[src/rtl/axi_ar_arbiter.sv]
// AXI read-address arbiter for three masters with a local DECERR responder for unmapped reads.
// Define ARB_RR_EN for round-robin arbitration; otherwise fixed priority M0 > M1 > M2.
module axi_ar_arbiter #(
  parameter int ADDR_W  = 32,
  parameter int ID_W    = 4,
  parameter int LEN_W   = 4,
  parameter int DEF_SLV = 6
) (
  input  logic                clk,
  input  logic                rst,
  input  logic [2:0]          m_arvalid,
  input  logic [3*ADDR_W-1:0] m_araddr,
  input  logic [3*ID_W-1:0]   m_arid,
  input  logic [3*LEN_W-1:0]  m_arlen,
  output logic [2:0]          m_arready,
  output logic [ADDR_W-1:0]   dec_addr,
  input  logic [3:0]          dec_slave_id,
  output logic                s_arvalid,
  input  logic                s_arready,
  output logic [ADDR_W-1:0]   s_araddr,
  output logic [ID_W+1:0]     s_arid,
  output logic [LEN_W-1:0]    s_arlen,
  output logic [3:0]          s_sel,
  input  logic                s_rvalid,
  input  logic                s_rlast,
  input  logic [1:0]          s_rresp,
  output logic                s_rready,
  output logic [2:0]          m_rvalid,
  input  logic [2:0]          m_rready,
  output logic                m_rlast,
  output logic [1:0]          m_rresp,
  output logic [ID_W-1:0]     m_rid,
  output logic                busy
);

  typedef enum logic [2:0] {
    IDLE = 3'd0,
    DEC  = 3'd1,
    ADDR = 3'd2,
    DATA = 3'd3,
    ERR  = 3'd4
  } state_t;

  localparam logic [3:0] DEF_ID = 4'(DEF_SLV);

  state_t             state_r;
  logic [1:0]         grant_r;
  logic [ADDR_W-1:0]  addr_r;
  logic [ID_W-1:0]    id_r;
  logic [LEN_W-1:0]   len_r;
  logic [LEN_W:0]     cnt_r;
  logic [3:0]         sel_r;
  logic               arvalid_r;
  logic               busy_r;
  logic [1:0]         start_s;
  logic [2:0]         win_s;
  logic               last_s;
  logic               done_s;

  function automatic logic [1:0] inc3(input logic [1:0] x);
    if (x == 2'd2) begin
      inc3 = 2'd0;
    end else begin
      inc3 = x + 2'd1;
    end
  endfunction

  // Returns {found, index}: first requester scanning start, start+1, start+2 (mod 3).
  function automatic logic [2:0] pick(input logic [2:0] req, input logic [1:0] start);
    logic [1:0] c1;
    logic [1:0] c2;
    c1 = inc3(start);
    c2 = inc3(c1);
    if (req[start]) begin
      pick = {1'b1, start};
    end else if (req[c1]) begin
      pick = {1'b1, c1};
    end else if (req[c2]) begin
      pick = {1'b1, c2};
    end else begin
      pick = 3'b000;
    end
  endfunction

`ifdef ARB_RR_EN
  logic [1:0] ptr_r;

  // Round-robin pointer advances past the master whose transaction just completed.
  always_ff @(posedge clk or posedge rst) begin
    if (rst) begin
      ptr_r <= 2'd0;
    end else if (done_s) begin
      ptr_r <= inc3(grant_r);
    end
  end

  assign start_s = ptr_r;
`else
  assign start_s = 2'd0;
`endif

  assign win_s  = pick(m_arvalid, start_s);
  assign last_s = (cnt_r == {1'b0, len_r});
  assign done_s = ((state_r == DATA) && s_rvalid && m_rready[grant_r] && s_rlast) ||
                  ((state_r == ERR) && m_rready[grant_r] && last_s);

  // Transaction sequencer: latch request, decode, issue AR, then route or synthesise R beats.
  always_ff @(posedge clk or posedge rst) begin
    if (rst) begin
      state_r   <= IDLE;
      grant_r   <= 2'd0;
      addr_r    <= '0;
      id_r      <= '0;
      len_r     <= '0;
      cnt_r     <= '0;
      sel_r     <= 4'd0;
      arvalid_r <= 1'b0;
      busy_r    <= 1'b0;
    end else begin
      case (state_r)
        IDLE: begin
          if (win_s[2]) begin
            grant_r <= win_s[1:0];
            addr_r  <= m_araddr[win_s[1:0]*ADDR_W +: ADDR_W];
            id_r    <= m_arid[win_s[1:0]*ID_W +: ID_W];
            len_r   <= m_arlen[win_s[1:0]*LEN_W +: LEN_W];
            busy_r  <= 1'b1;
            state_r <= DEC;
          end
        end
        DEC: begin
          sel_r <= dec_slave_id;
          if (dec_slave_id == DEF_ID) begin
            state_r <= ERR;
          end else begin
            arvalid_r <= 1'b1;
            state_r   <= ADDR;
          end
        end
        ADDR: begin
          if (s_arready) begin
            arvalid_r <= 1'b0;
            state_r   <= DATA;
          end
        end
        DATA: begin
          if (done_s) begin
            busy_r  <= 1'b0;
            state_r <= IDLE;
          end
        end
        ERR: begin
          if (m_rready[grant_r]) begin
            if (last_s) begin
              cnt_r   <= '0;
              busy_r  <= 1'b0;
              state_r <= IDLE;
            end else begin
              cnt_r <= cnt_r + {{LEN_W{1'b0}}, 1'b1};
            end
          end
        end
        default: begin
          arvalid_r <= 1'b0;
          busy_r    <= 1'b0;
          state_r   <= IDLE;
        end
      endcase
    end
  end

  // Handshake steering: AR ready only while arbitrating, R path only in DATA/ERR.
  always_comb begin
    m_arready = 3'b000;
    m_rvalid  = 3'b000;
    s_rready  = 1'b0;
    m_rlast   = 1'b0;
    m_rresp   = 2'b00;
    case (state_r)
      IDLE: begin
        if (win_s[2]) begin
          m_arready[win_s[1:0]] = 1'b1;
        end else begin
          m_arready = 3'b000;
        end
      end
      DATA: begin
        m_rvalid[grant_r] = s_rvalid;
        s_rready          = m_rready[grant_r];
        m_rlast           = s_rlast;
        m_rresp           = s_rresp;
      end
      ERR: begin
        m_rvalid[grant_r] = 1'b1;
        m_rresp           = 2'b11;
        m_rlast           = last_s;
      end
      default: begin
        m_arready = 3'b000;
      end
    endcase
  end

  assign dec_addr  = addr_r;
  assign s_arvalid = arvalid_r;
  assign s_araddr  = addr_r;
  assign s_arid    = {grant_r, id_r};
  assign s_arlen   = len_r;
  assign s_sel     = sel_r;
  assign m_rid     = id_r;
  assign busy      = busy_r;

endmodule

[config.mk]
export PLATFORM = sky130hd
export DESIGN_NAME = axi_ar_arbiter
export DESIGN_NICKNAME = d
export VERILOG_FILES = /design/src/rtl/axi_ar_arbiter.sv
export SDC_FILE = /design/constraint.sdc
export NUM_CORES = 1
export LEC_CHECK = 0
export BUFFER_PORTS_ARGS = -buffer_cell sky130_fd_sc_hd__buf_4
export CAP_MARGIN = 15
export CORE_MARGIN = 2
export CORE_UTILIZATION = 47
export CTS_BUF_LIST = sky130_fd_sc_hd__clkbuf_8
export DETAILED_ROUTE_END_ITERATION = 8
export GPL_ROUTABILITY_DRIVEN = 0
export HOLD_SLACK_MARGIN = 0.08
export PLACE_DENSITY_LB_ADDON = 0.25
export SETUP_SLACK_MARGIN = 0.2
export SKIP_LAST_GASP = 1
export SYNTH_ARGS = -nofsm -noshare
export SYNTH_HDL_FRONTEND = slang
export SYNTH_SLANG_ARGS = --single-unit
[constraint.sdc]
create_clock -name clk -period 5.4 [get_ports clk]
set_clock_uncertainty 0.05 [all_clocks]
set_input_delay 1.08 -clock clk [delete_from_list [all_inputs] [get_ports clk]]
set_output_delay 1.08 -clock clk [all_outputs]
set_load 0.1 [all_outputs]
==> run summary, run 1 <==
Post-route antenna net violation count - 0
DIE AREA - 7950 sq um
Drt first-iter violations - 82
Max Fclk - 322 MHz
RSZ-0062 raised after global routing - false
Max_cap viols - 0
GR Overflow Total - 0
Leading area contributor after synthesis - dfrtp_1
Post-synthesis sequential area ratio - 0.411
Syn Inst Count - 402
Antenna diodes - 0
Wire per inst - 14.4 microns
Hold violation total from the final report - 0
Main synth FF type - dfrtp_1
TritonCTS clock tree - done
Netlist cell types - 36
Drt drc - 0
Inst Count DP - 672
Layout cells sized above 1 - 0.434
Nets - 719
Via Count - 3,440
CTS buffer count - 5
Setup CP Type - reg -> out
Max FO, Critical Path - 9
Final critical-path share of the clock period - 0.576
Pre-CTS setup slack - 2310 ps
Initial Util - 0.478
Synthesis-stage register bit count - 56
Post-synthesis simple-gate area fraction - 0.173
Post-synthesis mux area share - 0.134
Synth async-reset ratio - 1.00
Post-synthesis net count - 540
Post-DR vias/cell - 5.06
Hold_buf cts - 0
# setup viols final - 0
Setup TNS - 0 ps
Clock Latency Late Sink - 300 ps
Ys Warns - 0
Worst slew pin tran - 801 ps
IO Pins - 231
Post-synth EDFFs - 0
Synthesized-area fraction occupied by adder cells - 0.00367
Largest net degree at the start of global routing - 84
Critical path data required time - 4270 ps
Die Height - 89.2 microns
Detailed Place HPWL - 7690 microns
Xor and xnor fraction of the mapped netlist area - 0.0103
Post-route setup slack - 2290 ps
GRT Util Overall - 0.230
Initial antenna violation count - 0
Startpoint Class - flop
Crit path arrival time - 1980 ps
Post-cts gate resize count - 0
First-pass GRT wire length - 14,300 microns
Maximum level of the CTS H-tree - 2
Setup bufs post-CTS - 0
Mean area per synthesized cell - 8.48 sq um
Clock-pin transition on the worst setup and hold timing paths - 90 ps
Total routed wirelength - 9770 microns
Root Buffer - clkbuf_8
Run status - completed
Final std cells w/o fill - 680
Synth Area in Compound Gates - 0.153
HP Class - reg -> reg
Most common cell after layout, fill and taps aside - buf_4
Number of detailed-route iterations in the first pass - 4
Largest family of logic cells by synthesized area - simple AND/OR/NAND/NOR gates
Slew headroom - 0.465
Tmin final - 3110 ps
# clock sinks - 56
Vias in the first global route - 3,234
Area Growth Syn to Fin - 47.2%
Die width - 89.2 microns
Critical path capture point type - primary output
Synth area leaders - dfrtp_1 41%, mux2i_1 12%, buf_4 7.9%
Site row count - 31
Synth top area share - 0.411
Mapped Area - 3410 sq um
Max Slew Vio Count - 0
IO buf count - 230
Longest Clk Path Bufs - 2
Most frequent cells in the layout - 233 x buf_4, 56 x dfrtp_1, 54 x nand2_1, 46 x nor2_1, 46 x o21ai_0
Core area - 7140 sq um
==> metal layers <==
layer	share of wire	up-vias	wire length, microns	GRT usage
li1	-	1690	-	-
met1	0.38	1598	3690	0.258
met2	0.54	137	5240	0.422
met3	0.068	15	666	0.0591
met4	0.017	0	168	0.0746
met5	0	-	0	0
==> path summary, 6_finish.rpt <==
| kind | start | endpoint | slack [ps] | depth (start not counted) |
|---|---|---|---|---|
| max | state_r[2] | m_rvalid[1] | 2290 | 5 |
| min reg2reg | s_sel[1] | s_sel[1] | 470 | 1 |
| max reg2reg | state_r[1] | grant_r[0] | 3350 | 4 |
| min | s_sel[1] | s_sel[1] | 470 | 1 |
| min in group asynchronous | rst | dec_addr[8] | 920 | 3 |
| max in group asynchronous | rst | dec_addr[26] | 3930 | 3 |
==> cells by family (layout without fill, tap and decap cells) <==
family,count (synthesis),after routing
multiplexers,45,45
buffers and inverters,66,245
adder cells (fa/ha/maj),1,1
AO/OA/AOI/OAI,98,98
AND/OR/NAND/NOR,132,132
XOR/XNOR,4,4
flip-flops,56,56
==> worst max-delay path, cell delays in order (launching register included) <==
cell     delay (ps)
dfrtp_1         510
inv_1           160
nor3_4          320
a21oi_1         130
nor3b_1         230
buf_4           330
==> cell usage after synthesis (all sizes together) (2+ instances only) <==
master	instances
a21o	3
a21oi	43
and2	3
buf	44
clkbuf	18
dfrtp	56
inv	4
mux2	4
mux2i	41
nand2	55
nand3	7
nand3b	2
nor2	46
nor2b	2
nor3	6
nor3b	4
o21ai	46
or4	2
xnor2	3
==> area by class of cell <==
| cell class | instances | area, sq um |
|---|---|---|
| fill | 613 | 2120 |
| timing repair buffer | 234 | 1770 |
| multi-input combinational | 280 | 1630 |
| sequential | 56 | 1400 |
| tap | 99 | 124 |
| clock buffer | 5 | 68.8 |
| inverter | 4 | 15.0 |
| clock inverter | 2 | 8.76 |
==> per-stage QoR <==
step                cell area, sq um  hold slack [ps]   util
floorplan                       3410              428      -
global placement                4920              442  0.689
detailed placement              4920              452  0.689
CTS                             5000              474  0.700
global route                    5020              494  0.703
finish                          5020              467  0.703
==> sequential cells by signal, summed over array words and instances, names as in the netlist <==
register,flops
dec_addr,32
cnt_r,5
m_rid,4
s_arlen,4
s_sel,4
state_r,3
grant_r,2
busy,1
s_arvalid,1
Power of run 1 is left out: the tool's default activity adds up to more than one toggle a clock period on the data nets, which glitch-free logic cannot reach.
==> inputs of run 2 (changes only) <==
--- a/config.mk
+++ b/config.mk
@@ -5,10 +5,12 @@
 export SDC_FILE = /design/constraint.sdc
 export NUM_CORES = 1
 export LEC_CHECK = 0
+export ABC_AREA = 1
 export BUFFER_PORTS_ARGS = -buffer_cell sky130_fd_sc_hd__buf_4
 export CAP_MARGIN = 15
+export CORE_ASPECT_RATIO = 1.2
 export CORE_MARGIN = 2
-export CORE_UTILIZATION = 47
+export CORE_UTILIZATION = 40
 export CTS_BUF_LIST = sky130_fd_sc_hd__clkbuf_8
 export DETAILED_ROUTE_END_ITERATION = 8
 export GPL_ROUTABILITY_DRIVEN = 0
==> constraint.sdc (replaced) <==
create_clock -name clk -period 2.5 [get_ports clk]
set_clock_uncertainty 0.05 [all_clocks]
set_input_delay 0.5 -clock clk [delete_from_list [all_inputs] [get_ports clk]]
set_output_delay 0.5 -clock clk [all_outputs]
set_load 0.1 [all_outputs]
==> run 2 against run 1 <==
First-iteration DRC count rose by 110%. Flip-flop and latch count stayed put. Worst setup slack got worse by 2000 ps. Sequential share of layout area is 1.8 points lower. Area after synthesis up 5.1%. Global-route usage about the same. Utilization fell by 8.1 points. Largest cell class unchanged. Worst hold slack lost 250 ps. Design area up 7.4%.
==> run summary, run 2 <==
Run status - completed
Most common cell after layout, fill and taps aside - buf_4
# setup viols final - 0 (unchanged)
Main synth FF type - dfrtp_1
Die width - 90.4 microns (+1.4%)
Critical path data required time - 1950 ps (-2320 ps)
Post-synthesis simple-gate area fraction - 0.333 (+0.160)
Largest net degree at the start of global routing - 81 (-3.6%)
Antenna diodes - 0 (unchanged)
Wire per inst - 14.7 microns (+2.6%)
DIE AREA - 9730 sq um (+22%)
Post-synthesis sequential area ratio - 0.391 (-0.0198)
Setup TNS - 0 ps (unchanged)
GRT Util Overall - 0.230 (+0.000381)
Ys Warns - 0 (unchanged)
CP dominant cell by count - buf_4
Drt first-iter violations - 176 (+110%)
Maximum level of the CTS H-tree - 2 (unchanged)
Number of detailed-route iterations in the first pass - 5 (+1)
Max reg flops - 32 (unchanged)
Total routed wirelength - 11,600 microns (+19%)
Levels on crit path - 7 (+2)
CP cell instances - inv_2 -> nor3_4 -> buf_4 -> buf_4 -> nand2_1 -> nand2_1 -> buf_4
Drt drc - 0 (unchanged)
Site row count - 37 (+19%)
Post-DR vias/cell - 5.05 (-0.16%)
Startpoint Class - flop
Synth area leaders - dfrtp_1 39%, nand2_1 16%, nand3_1 13%
Synth top area share - 0.391 (-0.0198)
Critical Path Max Stage Delay - 410 ps (-100 ps)
Initial Util - 0.414 (-0.0639)
Root Buffer - clkbuf_8
Synth Area in Compound Gates - 0.112 (-0.0409)
Area Growth Syn to Fin - 50.5%
First-pass GRT wire length - 18,300 microns (+28%)
Final critical-path share of the clock period - 0.892
Initial antenna violation count - 0 (unchanged)
Most frequent cells in the layout - 237 x buf_4, 150 x nand2_1, 93 x nand3_1, 50 x dfrtp_1, 41 x o211ai_1
Most common cell in the netlist - nand2_1
Post-synthesis net count - 622 (+15%)
Clock-pin transition on the worst setup and hold timing paths - 90 ps (about the same)
Synthesis-stage register bit count - 56 (unchanged)
Post-synthesis mux area share - 0.00629 (-0.127)
Hold_buf cts - 0 (unchanged)
Leading area contributor after synthesis - dfrtp_1
Max_cap viols - 0 (unchanged)
Worst slew pin tran - 638 ps (-163 ps)
Post-route antenna net violation count - 0 (unchanged)
Mean area per synthesized cell - 7.40 sq um (-13%)
Commonest cells in the netlist - 151 x nand2_1, 93 x nand3_1, 56 x dfrtp_1, 41 x o211ai_1, 36 x buf_4
IO buf count - 230 (unchanged)
Largest family of logic cells by synthesized area - simple AND/OR/NAND/NOR gates
Max Slew Vio Count - 0 (unchanged)
Tmin final - 2230 ps
Clock Latency Late Sink - 290 ps (about the same)
Core area - 8660 sq um (+21%)
Die Height - 108 microns (+21%)
Max FO, Critical Path - 4 (-5)
# clock sinks - 56 (unchanged)
Nets - 808 (+12%)
GR Overflow Total - 0 (unchanged)
R2R depth - 8 (+4)
Critical path capture point type - primary output
TritonCTS clock tree - done
Longest Clk Path Bufs - 2 (unchanged)
Slew headroom - 0.574 (+0.109)
Slowest-stage cell, CP - dfrtp_1
Detailed Place HPWL - 8750 microns (+14%)
Via Count - 3,980 (+16%)
CP top delay family - buffers and inverters
Synthesized-area fraction occupied by adder cells - 0.00349 (-0.000177)
Post-synth EDFFs - 0 (unchanged)
Mapped Area - 3580 sq um (+5.1%)
Xor and xnor fraction of the mapped netlist area - 0 (-0.0103)
Syn Inst Count - 484 (+20%)
CTS buffer count - 5 (unchanged)
Layout cells sized above 1 - 0.431 (-0.00303)
RSZ-0062 raised after global routing - false
Fillers - 769 (+25%)
Setup CP Type - reg -> out
Synth async-reset ratio - 1.00 (unchanged)
Netlist cell types - 28 (-22%)
CP bufs+invs - 4 (+2)
Crit path arrival time - 1680 ps (-300 ps)
IO Pins - 231 (unchanged)
HP Class - in -> async
Hold violation total from the final report - 0 (unchanged)
Max Fclk - 448 MHz
Vias in the first global route - 3,763 (+16%)
==> run 2: area by class of cell <==
class | instances | area (sq um) | share of cell area
timing repair buffer | 244 | 1900 | 0.352
multi-input combinational | 332 | 1720 | 0.318
sequential | 56 | 1410 | 0.261
tap | 117 | 146 | 0.0272
inverter | 31 | 120 | 0.0223
clock buffer | 7 | 96.3 | 0.0179
clock inverter | 1 | 3.75 | 0.000697
==> run 2: per-stage QoR <==
stage | hold WS, ps | setup slack, ps | utilization | std cells | instance area [sq um]
after floorplan | 451 | -54.0 | - | 484 | 3660
after global placement | 416 | 542 | 0.598 | 773 | 5180
after global routing | 274 | 157 | 0.622 | 788 | 5390
after detailed placement | 415 | 460 | 0.598 | 773 | 5180
after CTS | 231 | 186 | 0.613 | 781 | 5300
final | 217 | 270 | 0.622 | 788 | 5390
==> run 2: repair_timing <==
| action | CTS | global route |
|---|---|---|
| gates resized for setup | 6 | 10 |
| setup endpoints to repair | 4 | 5 |
| pin swaps | 1 | 2 |
| buffers inserted | 0 | 7 |
==> run 2: kinds of logic after synthesis <==
logic type               after synthesis
adder cells (fa/ha/maj)                1
multiplexers                           2
buffers and inverters                 96
AND/OR/NAND/NOR                      271
AO/OA/AOI/OAI                         58
flip-flops                            56
==> run 2: routing by layer <==
metal | part of all wire | global-route usage | up-vias | wire length (microns)
met3 | 0.065 | 0.0455 | 18 | 754
met4 | 0.016 | 0.0692 | 0 | 189
met5 | 0 | 0 | - | 0
met2 | 0.51 | 0.410 | 175 | 5940
li1 | - | - | 1951 | -
met1 | 0.41 | 0.282 | 1836 | 4730
==> run 2: path summary, 6_finish.rpt <==
check	end	slack [ps]	startpoint
max	m_rresp[0]	270	state_r[0]
min	dec_addr[0]	220	rst
max reg2reg	s_arlen[3]	790	state_r[0]
min reg2reg	s_arvalid	440	s_arvalid
max in group asynchronous	grant_r[1]	1610	rst
min in group clk	s_sel[2]	400	dec_slave_id[2]
Power of run 2 is left out for the same reason.
==> inputs of run 3 (changes only) <==
--- a/config.mk
+++ b/config.mk
@@ -5,12 +5,11 @@
 export SDC_FILE = /design/constraint.sdc
 export NUM_CORES = 1
 export LEC_CHECK = 0
-export ABC_AREA = 1
 export BUFFER_PORTS_ARGS = -buffer_cell sky130_fd_sc_hd__buf_4
 export CAP_MARGIN = 15
 export CORE_ASPECT_RATIO = 1.2
 export CORE_MARGIN = 2
-export CORE_UTILIZATION = 40
+export CORE_UTILIZATION = 39
 export CTS_BUF_LIST = sky130_fd_sc_hd__clkbuf_8
 export DETAILED_ROUTE_END_ITERATION = 8
 export GPL_ROUTABILITY_DRIVEN = 0
==> run 3 against run 2 <==
Via count is 14% lower. Design area is 2.6% lower. Die area down 2.3%. Count of clock-buffer cells in the layout shrank 2. Worst setup slack better by 16 ps. Global-route usage shrank 2.5 points. Maximum frequency up 0.72%. Flip-flop and latch count unchanged. First-iteration DRC count is 40% lower. Critical path depth is 3 lower. Highest routed layer unchanged.
==> run summary, run 3 (same netlist as run 1, synthesis figures left out) <==
Slew headroom - 0.513 (-0.0611)
Setup CP Type - reg -> out
Final critical-path share of the clock period - 0.886 (-0.00637)
IO Pins - 231 (unchanged)
DIE AREA - 9510 sq um (-2.3%)
Number of detailed-route iterations in the first pass - 4 (-1)
Startpoint Class - flop
Fillers - 790 (+2.7%)
Clock Latency Late Sink - 310 ps (+20 ps)
Core area - 8520 sq um (-1.6%)
Post-DR vias/cell - 4.85 (-4.1%)
Crit path arrival time - 1660 ps (-20 ps)
Max_cap viols - 0 (unchanged)
Inst Count DP - 692 (-10%)
Slowest-stage cell, CP - dfrtp_2
Critical path capture point type - primary output
Initial antenna violation count - 0 (unchanged)
Max Slew Vio Count - 0 (unchanged)
Die width - 89.3 microns (-1.1%)
CTS buffer count - 5 (unchanged)
Final Util - 0.616 (-0.00616)
Worst reg2reg setup slack - 680 ps (-110 ps)
Antenna diodes - 0 (unchanged)
IO buf count - 230 (unchanged)
Hold violation total from the final report - 0 (unchanged)
Drt drc - 0 (unchanged)
Reg2reg end - s_sel[2]
Max reg flops - 32 (unchanged)
CP cell instances - buf_4 -> nor3_2 -> and2_1 -> buf_4
Area Growth Syn to Fin - 54.0%
GRT Util Overall - 0.205 (-0.0252)
Most frequent cells in the layout - 235 x buf_4, 53 x nand2_1, 46 x dfrtp_1, 45 x nor2_1, 45 x o21ai_0
# clock sinks - 56 (unchanged)
Longest Clk Path Bufs - 2 (unchanged)
Site row count - 37 (unchanged)
Clock-pin transition on the worst setup and hold timing paths - 100 ps (about the same)
Via Count - 3,421 (-14%)
Tmin final - 2210 ps (-15.9 ps)
Hold_buf cts - 0 (unchanged)
Max FO, Critical Path - 5 (+1)
Layout cells sized above 1 - 0.477 (+0.0464)
Nets - 726 (-10%)
CP dominant cell by count - buf_4
Critical path data required time - 1950 ps (about the same)
Reg2reg start - state_r[2]
HP Class - in -> async
Setup TNS - 0 ps (unchanged)
Die Height - 106 microns (-1.2%)
Maximum level of the CTS H-tree - 2 (unchanged)
Detailed Place HPWL - 7910 microns (-9.7%)
Max Fclk - 452 MHz (+0.72%)
Root Buffer - clkbuf_8
Wire per inst - 14.3 microns (-3.2%)
Largest net degree at the start of global routing - 84 (+3.7%)
Worst slew pin tran - 729 ps (+91.0 ps)
# setup viols final - 0 (unchanged)
Final std cells w/o fill - 706 (-10%)
R2R depth - 3 (-5)
Vias in the first global route - 3,401 (-9.6%)
Drt first-iter violations - 105 (-40%)
Total routed wirelength - 10,100 microns (-13%)
First-pass GRT wire length - 15,500 microns (-15%)
Run status - completed
Most common cell after layout, fill and taps aside - buf_4
Critical Path Max Stage Delay - 470 ps (+60 ps)
Post-route antenna net violation count - 0 (unchanged)
TritonCTS clock tree - done
RSZ-0062 raised after global routing - false
GR Overflow Total - 0 (unchanged)
Initial Util - 0.400 (-0.0135)
[run 3: critical path: cells and delay by family, from the launching register on]
| family | cells | cell delay, ps |
|---|---|---|
| buffers and inverters | 2 | 470 |
| AND/OR/NAND/NOR | 2 | 420 |
| flip-flops | 1 | 470 |
[run 3: worst max path at each step]
stage	startpoint	to	slack [ps]	depth (start not counted)
floorplan	grant_r[0]	s_rready	40	3
global placement	state_r[2]	m_rvalid[2]	400	5
detailed placement	state_r[2]	m_rvalid[2]	340	5
CTS	state_r[2]	m_rvalid[1]	170	5
global route	state_r[0]	m_rresp[1]	190	5
finish	state_r[0]	m_arready[2]	290	4
[run 3: layer usage]
metal  part of all wire  GRT usage
met3              0.058     0.0427
met1               0.38      0.239
met4              0.013     0.0533
met2               0.55      0.372
met5                  0          0
[run 3: timing repair]
action / 4_1_cts / 5_1_grt
buffers inserted: 2 / 4
endpoints found under the setup margin: 6 / 7
gates resized for setup: 4 / 6
pin swaps: 1 / 0
[run 3: final cells by class]
cell class,instances,area [sq um],share of cell area
Sequential cell,56,1410,0.269
Timing Repair Buffer,241,1870,0.356
Tap cell,117,146,0.0279
Clock inverter,3,23.8,0.00453
Inverter,4,15.0,0.00286
Multi-Input combinational cell,280,1710,0.327
Clock buffer,5,68.8,0.0131
[run 3: metrics by stage]
step,hold slack [ps],worst slack [ps],area [sq um]
2_1_floorplan,428,44.6,3510
3_3_place_gp,453,401,5080
3_5_place_dp,451,342,5080
4_1_cts,188,172,5200
5_1_grt,213,192,5250
6_report,178,286,5250
Power of run 3 is left out for the same reason.
